### config.mk
export PLATFORM = sky130hd
export DESIGN_NAME = id_decode_stage
export DESIGN_NICKNAME = d
export VERILOG_FILES = /design/src/rtl/id_decode_stage_pkg.sv /design/src/rtl/rv_opcode_decode.sv /design/src/rtl/id_decode_stage.sv
export SDC_FILE = /design/constraint.sdc
export NUM_CORES = 1
export LEC_CHECK = 0
export ABC_CLOCK_PERIOD_IN_PS = 2200
export BUFFER_PORTS_ARGS = -buffer_cell sky130_fd_sc_hd__buf_2
export CAP_MARGIN = 20
export CORE_MARGIN = 8
export CORE_UTILIZATION = 50
export DETAILED_ROUTE_END_ITERATION = 16
export HOLD_SLACK_MARGIN = 0.02
export PLACE_DENSITY = 0.86
export SLEW_MARGIN = 20
export SYNTH_ARGS = -nofsm -noshare
export SYNTH_HDL_FRONTEND = slang
export SYNTH_HIERARCHICAL = 1
export SYNTH_SLANG_ARGS = --single-unit
### constraint.sdc
create_clock -name clk -period 2.2 [get_ports clk]
set_clock_uncertainty 0.2 [all_clocks]
set_input_delay 0.11 -clock clk [delete_from_list [all_inputs] [get_ports clk]]
set_output_delay 0.11 -clock clk [all_outputs]
set_load 0.005 [all_outputs]
### src/rtl/id_decode_stage_pkg.sv
// id_decode_stage_pkg: immediate-format, opcode and control-flag types shared by the decode stage
package id_decode_stage_pkg;
    typedef enum logic [2:0] {
        IMM_I = 3'd0,
        IMM_S = 3'd1,
        IMM_B = 3'd2,
        IMM_U = 3'd3,
        IMM_J = 3'd4
    } imm_sel_e;

    typedef enum logic [6:0] {
        OP_LUI    = 7'b0110111,
        OP_AUIPC  = 7'b0010111,
        OP_JAL    = 7'b1101111,
        OP_JALR   = 7'b1100111,
        OP_BRANCH = 7'b1100011,
        OP_LOAD   = 7'b0000011,
        OP_STORE  = 7'b0100011,
        OP_IMM    = 7'b0010011,
        OP_OP     = 7'b0110011,
        OP_FENCE  = 7'b0001111,
        OP_SYSTEM = 7'b1110011
    } opcode_e;

    typedef struct packed {
        logic uses_imm;
        logic reg_write;
        logic mem_read;
        logic mem_write;
        logic is_branch;
        logic is_jump;
        logic illegal;
    } ctrl_t;
endpackage

### src/rtl/rv_opcode_decode.sv
// rv_opcode_decode: combinational opcode decode into immediate format and control flags
module rv_opcode_decode
    import id_decode_stage_pkg::*;
(
    input  logic [11:0] i_instr,
    output imm_sel_e    o_imm_sel,
    output ctrl_t       o_ctrl
);
    always_comb begin
        o_imm_sel = IMM_I;
        o_ctrl    = '0;
        case (i_instr[6:0])
            OP_LUI, OP_AUIPC: begin
                o_imm_sel        = IMM_U;
                o_ctrl.uses_imm  = 1'b1;
                o_ctrl.reg_write = 1'b1;
            end
            OP_JAL: begin
                o_imm_sel        = IMM_J;
                o_ctrl.uses_imm  = 1'b1;
                o_ctrl.reg_write = 1'b1;
                o_ctrl.is_jump   = 1'b1;
            end
            OP_JALR: begin
                o_ctrl.uses_imm  = 1'b1;
                o_ctrl.reg_write = 1'b1;
                o_ctrl.is_jump   = 1'b1;
            end
            OP_BRANCH: begin
                o_imm_sel        = IMM_B;
                o_ctrl.uses_imm  = 1'b1;
                o_ctrl.is_branch = 1'b1;
            end
            OP_LOAD: begin
                o_ctrl.uses_imm  = 1'b1;
                o_ctrl.reg_write = 1'b1;
                o_ctrl.mem_read  = 1'b1;
            end
            OP_STORE: begin
                o_imm_sel        = IMM_S;
                o_ctrl.uses_imm  = 1'b1;
                o_ctrl.mem_write = 1'b1;
            end
            OP_IMM: begin
                o_ctrl.uses_imm  = 1'b1;
                o_ctrl.reg_write = 1'b1;
            end
            OP_OP:                o_ctrl.reg_write = 1'b1;
            OP_FENCE, OP_SYSTEM:  o_ctrl = '0;
            default:              o_ctrl.illegal = 1'b1;
        endcase
        // writes to x0 are architecturally discarded
        if (i_instr[11:7] == 5'd0) o_ctrl.reg_write = 1'b0;
    end
endmodule

### src/rtl/id_decode_stage.sv
// id_decode_stage: IF/ID pipeline register with registered decode, stall hold and flush bubble
module id_decode_stage
    import id_decode_stage_pkg::*;
#(
    parameter int               XLEN      = 32,
    parameter logic [XLEN-1:0]  RESET_PC  = '0,
    parameter logic [31:0]      NOP_INSTR = 32'h0000_0013
) (
    input  logic            clk,
    input  logic            rst,
    input  logic            i_stall,
    input  logic            i_flush,
    input  logic            i_if_valid,
    input  logic [XLEN-1:0] i_if_pc,
    input  logic [31:0]     i_if_instr,
    output logic            o_id_valid,
    output logic [XLEN-1:0] o_id_pc,
    output logic [31:0]     o_id_instr,
    output imm_sel_e        o_id_imm_sel,
    output logic [4:0]      o_id_rs1,
    output logic [4:0]      o_id_rs2,
    output logic [4:0]      o_id_rd,
    output logic [2:0]      o_id_funct3,
    output logic [6:0]      o_id_funct7,
    output logic            o_id_uses_imm,
    output logic            o_id_reg_write,
    output logic            o_id_mem_read,
    output logic            o_id_mem_write,
    output logic            o_id_is_branch,
    output logic            o_id_is_jump,
    output logic            o_id_illegal
);
    imm_sel_e        w_imm_sel;
    ctrl_t           w_ctrl;
    logic            r_valid;
    logic [XLEN-1:0] r_pc;
    logic [31:0]     r_instr;
    imm_sel_e        r_imm_sel;
    ctrl_t           r_ctrl;

    rv_opcode_decode u_dec (
        .i_instr   (i_if_instr[11:0]),
        .o_imm_sel (w_imm_sel),
        .o_ctrl    (w_ctrl)
    );

    // an invalid fetch on a load edge becomes a bubble so no stale decode leaks downstream
    always_ff @(posedge clk) begin
        if (rst || i_flush || (!i_stall && !i_if_valid)) begin
            r_valid   <= 1'b0;
            r_pc      <= RESET_PC;
            r_instr   <= NOP_INSTR;
            r_imm_sel <= IMM_I;
            r_ctrl    <= '0;
        end else if (!i_stall) begin
            r_valid   <= 1'b1;
            r_pc      <= i_if_pc;
            r_instr   <= i_if_instr;
            r_imm_sel <= w_imm_sel;
            r_ctrl    <= w_ctrl;
        end
    end

    assign o_id_valid     = r_valid;
    assign o_id_pc        = r_pc;
    assign o_id_instr     = r_instr;
    assign o_id_imm_sel   = r_imm_sel;
    assign o_id_rs1       = r_instr[19:15];
    assign o_id_rs2       = r_instr[24:20];
    assign o_id_rd        = r_instr[11:7];
    assign o_id_funct3    = r_instr[14:12];
    assign o_id_funct7    = r_instr[31:25];
    assign o_id_uses_imm  = r_ctrl.uses_imm;
    assign o_id_reg_write = r_ctrl.reg_write;
    assign o_id_mem_read  = r_ctrl.mem_read;
    assign o_id_mem_write = r_ctrl.mem_write;
    assign o_id_is_branch = r_ctrl.is_branch;
    assign o_id_is_jump   = r_ctrl.is_jump;
    assign o_id_illegal   = r_ctrl.illegal;
endmodule

==> results.yml <==
critical_path:
  path_max_fanout: 3
  path_buf_inv: 4
  critPathMaxStageDelay_ps: 590
  cp_common_cell: "dlygate4sd3_1"
  timing.critical_path.max_delay_family: "buffers and inverters"
  cp.arrival_ps: 2100
  crit_chain: "dlygate4sd3_1 > buf_2 > nor2_1 > dlygate4sd3_1 > o21ai_0 > dlygate4sd3_1"
  end_kind: "flop"
  critPathKind: "in -> reg"
  critPathSlowestCell: "dlygate4sd3_1"
  critPathLaunchType: "primary input"
  cp.required_ps: 2220
sta:
  fin_tns_setup_ps: 0
  setup_viol: 0
  period_needed_ps: 2090
  max_freq_mhz: 479
  max_slew_margin_pct: 53.9
  finalCritPeriodShare_pct: 94.8
  slew_violations: 0
  finalHoldViolations: 0
  rsz0062_at_grt: "no"
  hold_slack_ps: 42.4
  tightest_slew_ps: 691
  setup_ws_ps: 114
clock_network:
  htreeDepth: 3
  cts_resized: 0
  clk_pin_slew_ps: 80
  cts_setup_buffers: 0
  numCtsBuffers: 9
  cts_tree: "done"
  clockBufferDepth: 2
  root_buffer: "clkbuf_8"
  cts.sinks: 75
  insertion_delay_ps: 330
detailed_routing:
  wirelength_um: 11100
  drc: 0
  via_per_inst: 5.06
  routedWlPerCell_um: 16.2
  postRouteAntennaNets: 0
  drtPass1Iterations: 5
  vias: 3458
  drtIter0Drc: 154
global_routing:
  grtUsageMet3_pct: 7.89
  grt_usage_pct: 21.3
  grt_pass1_wl_um: 17100
  grt_max_degree: 73
  grt_use_met1_pct: 24.4
  grt_antenna_before_repair: 2
  grt.overflow.total: 0
  top_usage_layer: "met2"
  grt_pass1_vias: 3322
  use_met2_pct: 36.1
die:
  die_w_um: 99.6
  dieArea_mm2: 0.00993
  num_rows: 30
  coreArea_mm2: 0.00679
  start_util_pct: 51.5
  dieHeight_um: 99.6
  design.portCount: 169
final_layout:
  final_cells: 683
  design_area_mm2: 0.00495
  post-route-util_pct: 72.8
  fillerInstances: 469
  final_common_cell: "buf_2"
  syn_to_final_growth_pct: 41.4
  layout_common_cells: "167 x buf_2, 75 x dfxtp_1, 73 x nand2_1"
  nets: 650
  drive_above_1_share_pct: 37.3
logic_synthesis:
  synthTopCellsByArea: "dfxtp_1 43%, nand3b_1 15%, nand2_1 7.8%"
  ys_seq_area_share_pct: 42.9
  yosysTopAreaCellShare_pct: 42.9
  ys_ff_latch: 75
  yosys.area.top_type: "dfxtp_1"
  syn_nets: 459
  async_reset_ff_share_pct: 0
  ys_warn_count: 6
  synth_edf_count: 0
  syn_area_mm2: 0.00350
  synth_ff_type: "dfxtp_1"
  ys_types: 32
  syn_inst: 390
  syn_area_per_cell_um2: 8.97
pwr:
  power_density_mw_per_mm2: 589
  p_total_mw: 2.92
  ir_drop_mv: 0.384
  p_leak_nw: 2.10
min_path:
  min_path_type: "in -> reg"
placement:
  postPlaceCellArea_mm2: 0.00408
  dp_hpwl_um: 6760
  port_buffers: 168
  place_ws_ps: 661
  dp_cells: 600
  globalplace.congestion: 0.849
run:
  max_cap_violations: 0
outcome:
  status: "finished clean"
==> timing repair <==
item                       CTS  global route
hold buffers                66             0
setup endpoints to repair    0             0
hold endpoints to repair    69             0
==> worst reg2reg max path, cell delays in order (launching register included) <==
cell           delay [ps]
dfxtp_1               310
nor2b_1               100
o21ai_0                90
dlygate4sd3_1         560
==> area by class of cell <==
cell class / instances / area (µm²) / share of cell area [%]
Multi-Input combinational cell: 254 / 1530 / 30.9
Tap cell: 96 / 120 / 2.43
Clock buffer: 10 / 128 / 2.58
Timing Repair Buffer: 239 / 1580 / 31.9
Clock inverter: 5 / 78.8 / 1.59
Inverter: 2 / 7.51 / 0.152
Sequential cell: 75 / 1500 / 30.3
Antenna cell: 2 / 5.00 / 0.101
==> sequential cells by signal, summed over array words and instances, names as in the netlist <==
| register | flops |
|---|---|
| o_id_mem_write | 1 |
| o_id_illegal | 1 |
| o_id_valid | 1 |
| o_id_pc | 32 |
| o_id_mem_read | 1 |
| o_id_is_branch | 1 |
| o_id_imm_sel | 3 |
| o_id_uses_imm | 1 |
| o_id_instr | 32 |
| o_id_reg_write | 1 |
| o_id_is_jump | 1 |
==> cells in the mapped netlist (all sizes together), types with 2 or more instances <==
| cell type | number |
|---|---|
| buf | 56 |
| dfxtp | 75 |
| nor2b | 4 |
| inv | 2 |
| nor2 | 5 |
| nand3b | 72 |
| nor3b | 4 |
| o21ai | 4 |
| clkbuf | 3 |
| or3 | 2 |
| nand2 | 73 |
| a21oi | 72 |
| nor4 | 3 |
==> metal layers <==
layer / wire length, µm / vias to the layer above
met2: 5440 / 173
met3: 1090 / 13
met5: 0 / -
met1: 4430 / 1588
li1: - / 1684
met4: 115 / 0
==> cell families (layout without fill, tap and decap cells) <==
family	after synthesis	after routing	synth area share, %
other cells	0	2	0
mux	1	1	0.286
flops	75	75	42.9
compound gates	83	83	15.7
simple gates	170	170	27.7
buf+inv	61	256	13.4
==> where the power goes <==
| group | internal (mW) | leakage, nW | switching, mW |
|---|---|---|---|
| clock network | 0.631 | 0.106 | 0.486 |
| logic | 0.212 | 1.39 | 0.190 |
| registers | 1.38 | 0.607 | 0.0146 |
==> path summary, 6_finish.rpt <==
| check | startpoint | to | slack, ps | depth (start not counted) |
|---|---|---|---|---|
| max reg2reg | o_id_instr[4] | o_id_instr[4] | 820 | 3 |
| min | i_stall | o_id_instr[13] | 40 | 3 |
| max | rst | o_id_instr[4] | 110 | 6 |
| min reg2reg | o_id_illegal | o_id_illegal | 260 | 2 |
Note: power is estimated with default switching activity, not from simulation.
